===== config.mk =====
export PLATFORM = sky130hd
export DESIGN_NAME = uart_rx_fsm
export DESIGN_NICKNAME = d
export VERILOG_FILES = /design/src/rtl/uart_rx_fsm_pkg.sv /design/src/rtl/uart_rx_fsm_deser.sv /design/src/rtl/uart_rx_fsm.sv
export SDC_FILE = /design/constraint.sdc
export NUM_CORES = 1
export LEC_CHECK = 0
export ABC_AREA = 0
export CORE_MARGIN = 5
export CORE_UTILIZATION = 47
export DETAILED_ROUTE_END_ITERATION = 7
export PLACE_DENSITY = 0.76
export SKIP_LAST_GASP = 1
export SYNTH_ARGS = -nofsm -noshare
export SYNTH_HDL_FRONTEND = slang
export SYNTH_SLANG_ARGS = --single-unit

===== constraint.sdc =====
create_clock -name clk -period 2 [get_ports clk]
set_input_delay 0.2 -clock clk [delete_from_list [all_inputs] [get_ports clk]]
set_output_delay 0.2 -clock clk [all_outputs]
set_load 0.05 [all_outputs]

===== src/rtl/uart_rx_fsm_pkg.sv =====
// Purpose : shared state encodings, parity-type constants and parity helper for the UART RX FSM.
// Latency : n/a (declarations only).
// Backpressure: n/a.
package uart_rx_fsm_pkg;

    typedef logic [2:0] state_t;

    // Binary state encoding, kept as plain constants so legacy tools can read it.
    localparam state_t ST_IDLE   = 3'd0;
    localparam state_t ST_START  = 3'd1;
    localparam state_t ST_DATA   = 3'd2;
    localparam state_t ST_PARITY = 3'd3;
    localparam state_t ST_STOP   = 3'd4;

    localparam logic PAR_EVEN = 1'b0;
    localparam logic PAR_ODD  = 1'b1;

    // Parity bit the transmitter should have sent, given the XOR of the payload.
    function automatic logic f_exp_parity(input logic i_data_xor, input logic i_par_typ);
        return i_data_xor ^ i_par_typ;
    endfunction

endpackage


===== src/rtl/uart_rx_fsm_deser.sv =====
// Purpose : LSB-first shift register, expected-parity compute and payload output register.
// Latency : shift/load take effect on the clock where the enable is high.
// Backpressure: none; the consumer must take o_data on the FSM's data_valid strobe.
// Ports   : i_shift_en shifts i_bit in at the MSB; i_load_en copies the shift register to o_data;
//           o_exp_par is the parity bit expected for the current shift contents under i_par_typ.
module uart_rx_fsm_deser
    import uart_rx_fsm_pkg::*;
#(
    parameter int DATA_WIDTH = 8
) (
    input  logic                  clk,
    input  logic                  rst_n,
    input  logic                  i_shift_en,
    input  logic                  i_load_en,
    input  logic                  i_bit,
    input  logic                  i_par_typ,
    output logic                  o_exp_par,
    output logic [DATA_WIDTH-1:0] o_data
);

    logic [DATA_WIDTH-1:0] r_shift;
    logic [DATA_WIDTH-1:0] r_data;

    // First received bit ends up in bit 0 after DATA_WIDTH shifts.
    always_ff @(posedge clk or negedge rst_n) begin
        if (!rst_n) begin
            r_shift <= '0;
        end else if (i_shift_en) begin
            r_shift <= {i_bit, r_shift[DATA_WIDTH-1:1]};
        end
    end

    always_ff @(posedge clk or negedge rst_n) begin
        if (!rst_n) begin
            r_data <= '0;
        end else if (i_load_en) begin
            r_data <= r_shift;
        end
    end

    assign o_exp_par = f_exp_parity(^r_shift, i_par_typ);
    assign o_data    = r_data;

endmodule


===== src/rtl/uart_rx_fsm.sv =====
// Purpose : UART receive control FSM; checks start/parity/stop and strobes out the assembled byte.
// Latency : start detected 1 clk after rx_in falls; data_valid 1 clk after the stop bit's last edge.
// Backpressure: none; data_valid is a single-cycle strobe the downstream must accept.
// Ports   : rx_in serial line; par_en/par_typ/Prescale frame config; edge_cnt/bit_cnt from the
//           edge/bit counter; sampled_bit from the voting sampler; edge_bit_en/dat_samp_en enables;
//           P_DATA last good payload; data_valid strobe; par_err/stp_err flags of the last frame.
module uart_rx_fsm
    import uart_rx_fsm_pkg::*;
#(
    parameter int DATA_WIDTH = 8
) (
    input  logic                  clk,
    input  logic                  rst_n,
    input  logic                  rx_in,
    input  logic                  par_en,
    input  logic                  par_typ,
    input  logic [5:0]            Prescale,
    input  logic [4:0]            edge_cnt,
    input  logic [3:0]            bit_cnt,
    input  logic                  sampled_bit,
    output logic                  edge_bit_en,
    output logic                  dat_samp_en,
    output logic [DATA_WIDTH-1:0] P_DATA,
    output logic                  data_valid,
    output logic                  par_err,
    output logic                  stp_err
);

    state_t r_state;
    state_t w_next;

    logic       r_par_err;
    logic       r_stp_err;
    logic       r_data_valid;

    logic [4:0] w_last_edge;
    logic       w_bit_end;
    logic       w_last_data;
    logic       w_start_entry;
    logic       w_shift_en;
    logic       w_par_end;
    logic       w_stop_end;
    logic       w_load_en;
    logic       w_exp_par;
    logic       w_busy;

    // Prescale 32 wraps to 0 at 5 bits, so Prescale-1 lands on 31 as required.
    assign w_last_edge   = 5'(Prescale - 6'd1);
    assign w_bit_end     = (edge_cnt == w_last_edge);
    assign w_last_data   = (bit_cnt == 4'(DATA_WIDTH));

    assign w_start_entry = (r_state == ST_IDLE) && !rx_in;
    assign w_shift_en    = (r_state == ST_DATA) && w_bit_end;
    assign w_par_end     = (r_state == ST_PARITY) && w_bit_end;
    assign w_stop_end    = (r_state == ST_STOP) && w_bit_end;
    // Parity flag is already settled by the stop bit, so it can gate the load directly.
    assign w_load_en     = w_stop_end && sampled_bit && !r_par_err;

    always_comb begin
        w_next = r_state;
        case (r_state)
            ST_IDLE: begin
                if (!rx_in) w_next = ST_START;
            end
            ST_START: begin
                // A high vote at the end of the start bit means the falling edge was a glitch.
                if (w_bit_end) w_next = sampled_bit ? ST_IDLE : ST_DATA;
            end
            ST_DATA: begin
                if (w_bit_end && w_last_data) w_next = par_en ? ST_PARITY : ST_STOP;
            end
            ST_PARITY: begin
                if (w_bit_end) w_next = ST_STOP;
            end
            ST_STOP: begin
                if (w_bit_end) w_next = ST_IDLE;
            end
            default: w_next = ST_IDLE;
        endcase
    end

    always_ff @(posedge clk or negedge rst_n) begin
        if (!rst_n) begin
            r_state <= ST_IDLE;
        end else begin
            r_state <= w_next;
        end
    end

    // Flags describe the most recent frame and survive until the next start edge.
    always_ff @(posedge clk or negedge rst_n) begin
        if (!rst_n) begin
            r_par_err    <= 1'b0;
            r_stp_err    <= 1'b0;
            r_data_valid <= 1'b0;
        end else begin
            r_data_valid <= w_load_en;
            if (w_start_entry) begin
                r_par_err <= 1'b0;
                r_stp_err <= 1'b0;
            end
            if (w_par_end) r_par_err <= (sampled_bit != w_exp_par);
            if (w_stop_end) r_stp_err <= ~sampled_bit;
        end
    end

    uart_rx_fsm_deser #(
        .DATA_WIDTH (DATA_WIDTH)
    ) u_deser (
        .clk        (clk),
        .rst_n      (rst_n),
        .i_shift_en (w_shift_en),
        .i_load_en  (w_load_en),
        .i_bit      (sampled_bit),
        .i_par_typ  (par_typ),
        .o_exp_par  (w_exp_par),
        .o_data     (P_DATA)
    );

    assign w_busy      = (r_state != ST_IDLE);
    assign edge_bit_en = w_busy;
    assign dat_samp_en = w_busy;
    assign data_valid  = r_data_valid;
    assign par_err     = r_par_err;
    assign stp_err     = r_stp_err;

endmodule

; ---- Word-level counts from Yosys, hierarchy flattened
; Cells that the tools add are included.
[classes]
eq_ne = 12
n_addsub = 1
n_reduce_logical = 15
bitwise = 2
mux = 11
[ops]
columns = operator, count
row1 = $mux 3, 6
row2 = $pmux 3 s5, 1
row3 = $ne 2x2->1 const B, 4
row4 = $reduce_xor 8->1, 1
row5 = $logic_and 1x1->1, 7
row6 = $eq 3x2->1 const B, 2
row7 = $eq 5x5->1, 1
row8 = $reduce_and 5->1, 1
row9 = $sub 5x1->5 const B, 1
row10 = $eq 4x4->1 const B, 1
row11 = $reduce_bool 2->1, 2
row12 = $eq 3x1->1 const B, 1
row13 = $eq 3x3->1 const B, 1
row14 = $logic_not 3->1, 1
row15 = $mux 1, 3
row16 = $reduce_bool 3->1, 1
row17 = $logic_not 1->1, 2
row18 = $mux 2, 1
row19 = $ne 2x1->1 const B, 1
row20 = $ne 1x1->1, 1
row21 = $not 1->1, 1
row22 = $xor 1x1->1, 1
[word_totals]
out_inout_bits = 13
word_cells = 47
register_bits = 22

; ---- Logic depth before layout (Yosys ltp)
[depth]
depth_word = 5
mapped_depth = 7

; ---- Hierarchy
; A second synthesis with hierarchy kept.
[unflattened]
cells_unflattened = 97
area_unflattened_um2 = 1173.6
[by_module_without_submodules]
columns = module, area_each_um2, seq_area_each_um2, cells_per_inst, instances
row1 = uart_rx_fsm_deser, 670.6, 400.4, 41, 1
row2 = uart_rx_fsm, 503.0, 150.1, 56, 1

; ---- Worst setup path after synthesis
; OpenSTA, ideal clock, no wires.
[synth_path]
path_kind = reg2reg
from = reg r_state[0]
to = reg r_state[0]
path_buffers = 1
period_less_slack_ps = 2095
arrival_time_ps = 1971
path_stages_with_launch = 7
required_ps = 1875
path_slack_ps = -95
setup_ps = 125
cell_sequence = dfrtp_1 -> clkbuf_1 -> or3_1 -> nand2_1 -> a31oi_1 -> nor3_1 -> mux2_2
[synth_between]
elab_chain_len = 3
[synth_lines]
columns = item, line_no
row1 = from (decl), uart_rx_fsm.sv:29  ; state_t r_state;
row2 = from (signal assigned), uart_rx_fsm.sv:86  ; r_state <= w_next;
row3 = "$eq 3x2->1, or another cell as far along", uart_rx_fsm.sv:61  ; case (r_state)
row4 = $ne 2x1->1 (no source line) or $ne 2x2->1 (tied branches), -
row5 = $reduce_and 5->1 (no source line), -
; Several ways; a longest one is shown, not always the timed one.
; A chain may end at the register's enable or synchronous reset.

; ---- Final worst setup path
[layout_path]
from = in Prescale[3]
to = reg u_deser.r_data[1], in the netlist u_deser.o_data[1]
[layout_between]
elab_chain_len = 5
[layout_lines]
columns = item, line_no
row1 = from (decl), uart_rx_fsm.sv:17  ; input logic [5:0] Prescale,
row2 = $sub 5x1->5, uart_rx_fsm.sv:48  ; assign w_last_edge = 5'(Prescale - 6'd1);
row3 = $eq 5x5->1, uart_rx_fsm.sv:49  ; assign w_bit_end = (edge_cnt == w_last_edge);
row4 = $logic_and 1x1->1, uart_rx_fsm.sv:55  ; assign w_stop_end = (r_state == ST_STOP) && w_bit_end;
row5 = $logic_and 1x1->1 (2 in a row), uart_rx_fsm.sv:57  ; assign w_load_en = w_stop_end && sampled_bit && !r_par_err;
row6 = named net u_deser.i_load_en, uart_rx_fsm_deser.sv:14  ; input logic i_load_en,
row7 = to (signal assigned), uart_rx_fsm_deser.sv:37  ; r_data <= r_shift;
row8 = to (decl), uart_rx_fsm_deser.sv:22  ; logic [DATA_WIDTH-1:0] r_data;
; The timed path passes the listed nets, and every way through them passes these cells.

==> run_results.csv <==
group,metric,value,unit
status,status,"completed",
worst_setup_path,worst-path-stages,8,
worst_setup_path,critical-path-max-stage-delay,0.47,ns
timing,final_hold_viol_count,0,
yosys,post_synth_inst_count,102,
timing,fin_crit_sh,0.955,
timing,timing_max_transition_violations_final,0,
yosys,syn_nets,124,
placed_design,placed_cells,173,
power_and_ir_drop,totalPowerFinal,1.22,mW
worst_setup_path,timing.reg2reg.worst_path_depth,5,
yosys,synth_cell_types,36,
yosys,yosys.area.top_type_share,0.449,
clock_network,cts_made_buffers,3,
floorplanning,rows,18,
global_route,grt_max_degree,23,
yosys,synth_area_per_cell,12.0,um^2
worst_setup_path,critPathBufInv,3,
timing,skew,0.00296,ns
worst_setup_path,required,2.20,ns
clock_network,tritoncts_clock_tree,"yes",
floorplanning,dieArea,3730,um^2
floorplanning,initial_core_util,0.494,
hold_path,hold_path.class,"input pin to async pin",
timing,fin_crit,1.91,ns
yosys,synth-edff-count,0,
global_route,grt-ovfl-total,0,
worst_setup_path,worst_setup_path_start_kind,"input pin",
timing,tightestPinTransition,0.499,ns
cells_and_area,num_antenna_cells,0,
timing,hold_ws,0.234,ns
power_and_ir_drop,p_leak,0.758,nW
cells_and_area,nets,174,
floorplanning,pin_count,34,
yosys,synth_flop_cell,"sky130_fd_sc_hd__dfrtp_1",
detailed_routing,vias,974,
global_route,antenna_violations_before_repair,0,
worst_setup_path,cp_cell_sequence,"clkdlybuf4s50_1, buf_4, nand4bb_1, nor2_1, a21oi_2, nor4_4, buf_4, mux2_2",
yosys,ys_seq_area_frac,0.449,
timing,slew-limit-headroom,0.666,
worst_setup_path,crit_top_cell,"sky130_fd_sc_hd__buf_4",
yosys,synthesis.area,1220,um^2
placed_design,dpl_cell_area,1660,um^2
worst_setup_path,crit_end_category,"register",
clock_network,tritoncts_num_sinks,22,
yosys,biggest_area_contributors_in_the_synthesized_netlist,"sky130_fd_sc_hd__dfrtp_1, sky130_fd_sc_hd__mux2_2, sky130_fd_sc_hd__xnor2_1",
cells_and_area,syn2layout_area_growth,44.1,%
clock_network,postCtsHoldBufs,0,
yosys,yosysWarningCount,0,
global_route,first_global_vias,1054,
placed_design,place.port_buffers,32,
clock_network,largest_buffer_count_on_any_clock_path,2,
detailed_routing,length_of_the_first_detailed_routing_pass_in_iterations,4,
clock_network,clk_latency,0.30,ns
placed_design,half_perimeter_wire_length_after_placement,2150,um
timing,number_of_failing_setup_endpoints_in_the_final_timing_report,0,
placed_design,detailedPlace.worstSlack,-0.438,ns
cells_and_area,final_layout_size_suffix_gt1_frac,0.351,
timing,timing.setup.tns,0,ns
worst_setup_path,critPathTopFamily,"buffers and inverters",
cells_and_area,final_design_area_no_fill,1770,um^2
yosys,post_synthesis_async_set_or_reset_flop_share,1.00,
clock_network,htree_levels,1,
detailed_routing,vias_per_cell,5.38,
worst_setup_path,crit_path_max_fanout,4,
worst_setup_path,critical_path_arrival,2.11,ns
timing,rsz0062_at_grt,"false",
power_and_ir_drop,cellPowerDensity,689,nW/um^2
floorplanning,floorplan.die.height,61.1,um
detailed_routing,totalWireLength,2780,um
clock_network,clkTransAtPathRegs,0.12,ns
yosys,ys_ff_latch,22,
detailed_routing,detail_route.iter0.violations,27,
detailed_routing,route.antenna.remaining_nets,0,
timing,max_clock_freq,523,MHz
worst_setup_path,crit_type,"input pin to register",
global_route,grtUsageTotal,0.171,
floorplanning,area_of_the_core,2480,um^2
yosys,synth_top_area_cell,"sky130_fd_sc_hd__dfrtp_1",
job,drv.max_cap_violation_count,0,
placed_design,final_replace_weighted_congestion,0.818,
timing,worst_slack,0.0895,ns
cells_and_area,final_core_utilization,0.713,
power_and_ir_drop,irDropWorstVdd,517,uV
clock_network,clock-root-buffer,"sky130_fd_sc_hd__clkbuf_4",
floorplanning,die_w,61.1,um
detailed_routing,drt_drc_violations_left,0,
cells_and_area,final_cell_count_no_fill,181,
detailed_routing,wire_per_inst,15.3,um
global_route,wire_length_of_the_first_global_routing_pass,4730,um
worst_setup_path,crit_path_top_delay_cell,"sky130_fd_sc_hd__clkdlybuf4s50_1",
==> cells by family after synthesis <==
kind of cell	Yosys count	synth area share
AO/OA/AOI/OAI	14	0.0838
XOR/XNOR	15	0.113
adder cells (fa/ha/maj)	1	0.0102
buffers and inverters	7	0.0245
flip-flops	22	0.449
multiplexers	18	0.164
AND/OR/NAND/NOR	25	0.154
==> power breakdown <==
| part | internal [mW] | switching, mW | total (mW) | leakage, nW |
|---|---|---|---|---|
| registers | 0.481 | 0.0705 | 0.551 | 0.300 |
| logic | 0.215 | 0.210 | 0.424 | 0.437 |
| clock network | 0.111 | 0.129 | 0.240 | 0.0210 |
| total | 0.807 | 0.409 | 1.22 | 0.758 |
==> layout by cell type (no fill, tap or decap), drive strengths merged, types with 4 or more instances in the layout <==
cell           netlist  layout
xnor2               11      11
mux2                17      17
nor3                 4       4
clkbuf               3       4
buf                  1      18
xor2                 4       4
dfrtp               22      22
clkdlybuf4s50        0      28
==> sequential cells by signal, indices dropped and copies added (netlist names) <==
register / count
data_valid: 1
par_err: 1
r_state: 3
stp_err: 1
u_deser.o_data: 8
u_deser.r_shift: 8
==> cells in the mapped netlist, types with 2 or more instances <==
cell and n:
sky130_fd_sc_hd__dfrtp_1 22, sky130_fd_sc_hd__mux2_2 17, sky130_fd_sc_hd__xnor2_1 10, sky130_fd_sc_hd__nor3_1 4, sky130_fd_sc_hd__xor2_1 4, sky130_fd_sc_hd__clkbuf_1 3
sky130_fd_sc_hd__inv_1 3, sky130_fd_sc_hd__nand2_1 3, sky130_fd_sc_hd__nor2_1 3, sky130_fd_sc_hd__o21ai_0 3, sky130_fd_sc_hd__nand3b_1 2, sky130_fd_sc_hd__nor3b_1 2
sky130_fd_sc_hd__nor4b_1 2, sky130_fd_sc_hd__o211ai_1 2
==> worst paths after layout <==
kind | slack (ns) | end | startpoint
max in group asynchronous | 1.54 | u_deser.o_data[3] | rst_n
max | 0.09 | u_deser.o_data[1] | Prescale[3]
min in group clk | 0.52 | u_deser.o_data[1] | u_deser.o_data[1]
min | 0.23 | r_state[1] | rst_n
max reg2reg | 0.11 | r_state[0] | r_state[0]
min reg2reg | 0.52 | u_deser.o_data[1] | u_deser.o_data[1]
==> repair_timing <==
action | in CTS | in global routing
gates resized for setup | 10 | 2
cloned | 1 | 0
endpoints found under the hold margin | 0 | 0
buffers inserted | 3 | 0
setup endpoints to repair | 17 | 16
pin swaps | 1 | 1
==> routing by layer <==
layer / part of all wire / vias up / track usage
met5: 0 / - / 0
met4: 0.0068 / 0 / 0.0464
met3: 0.051 / 2 / 0.0314
met2: 0.52 / 24 / 0.307
met1: 0.42 / 482 / 0.211
li1: - / 466 / -
==> layout make-up <==
type | instances | area (um^2)
clock buffers | 4 | 36.3
fillers | 192 | 712
inverters | 3 | 11.3
multi-input cells | 73 | 684
flip-flops and latches | 22 | 551
well taps | 30 | 37.5
repair buffers | 49 | 445
No activity file was read; power rests on OpenSTA's default activity.
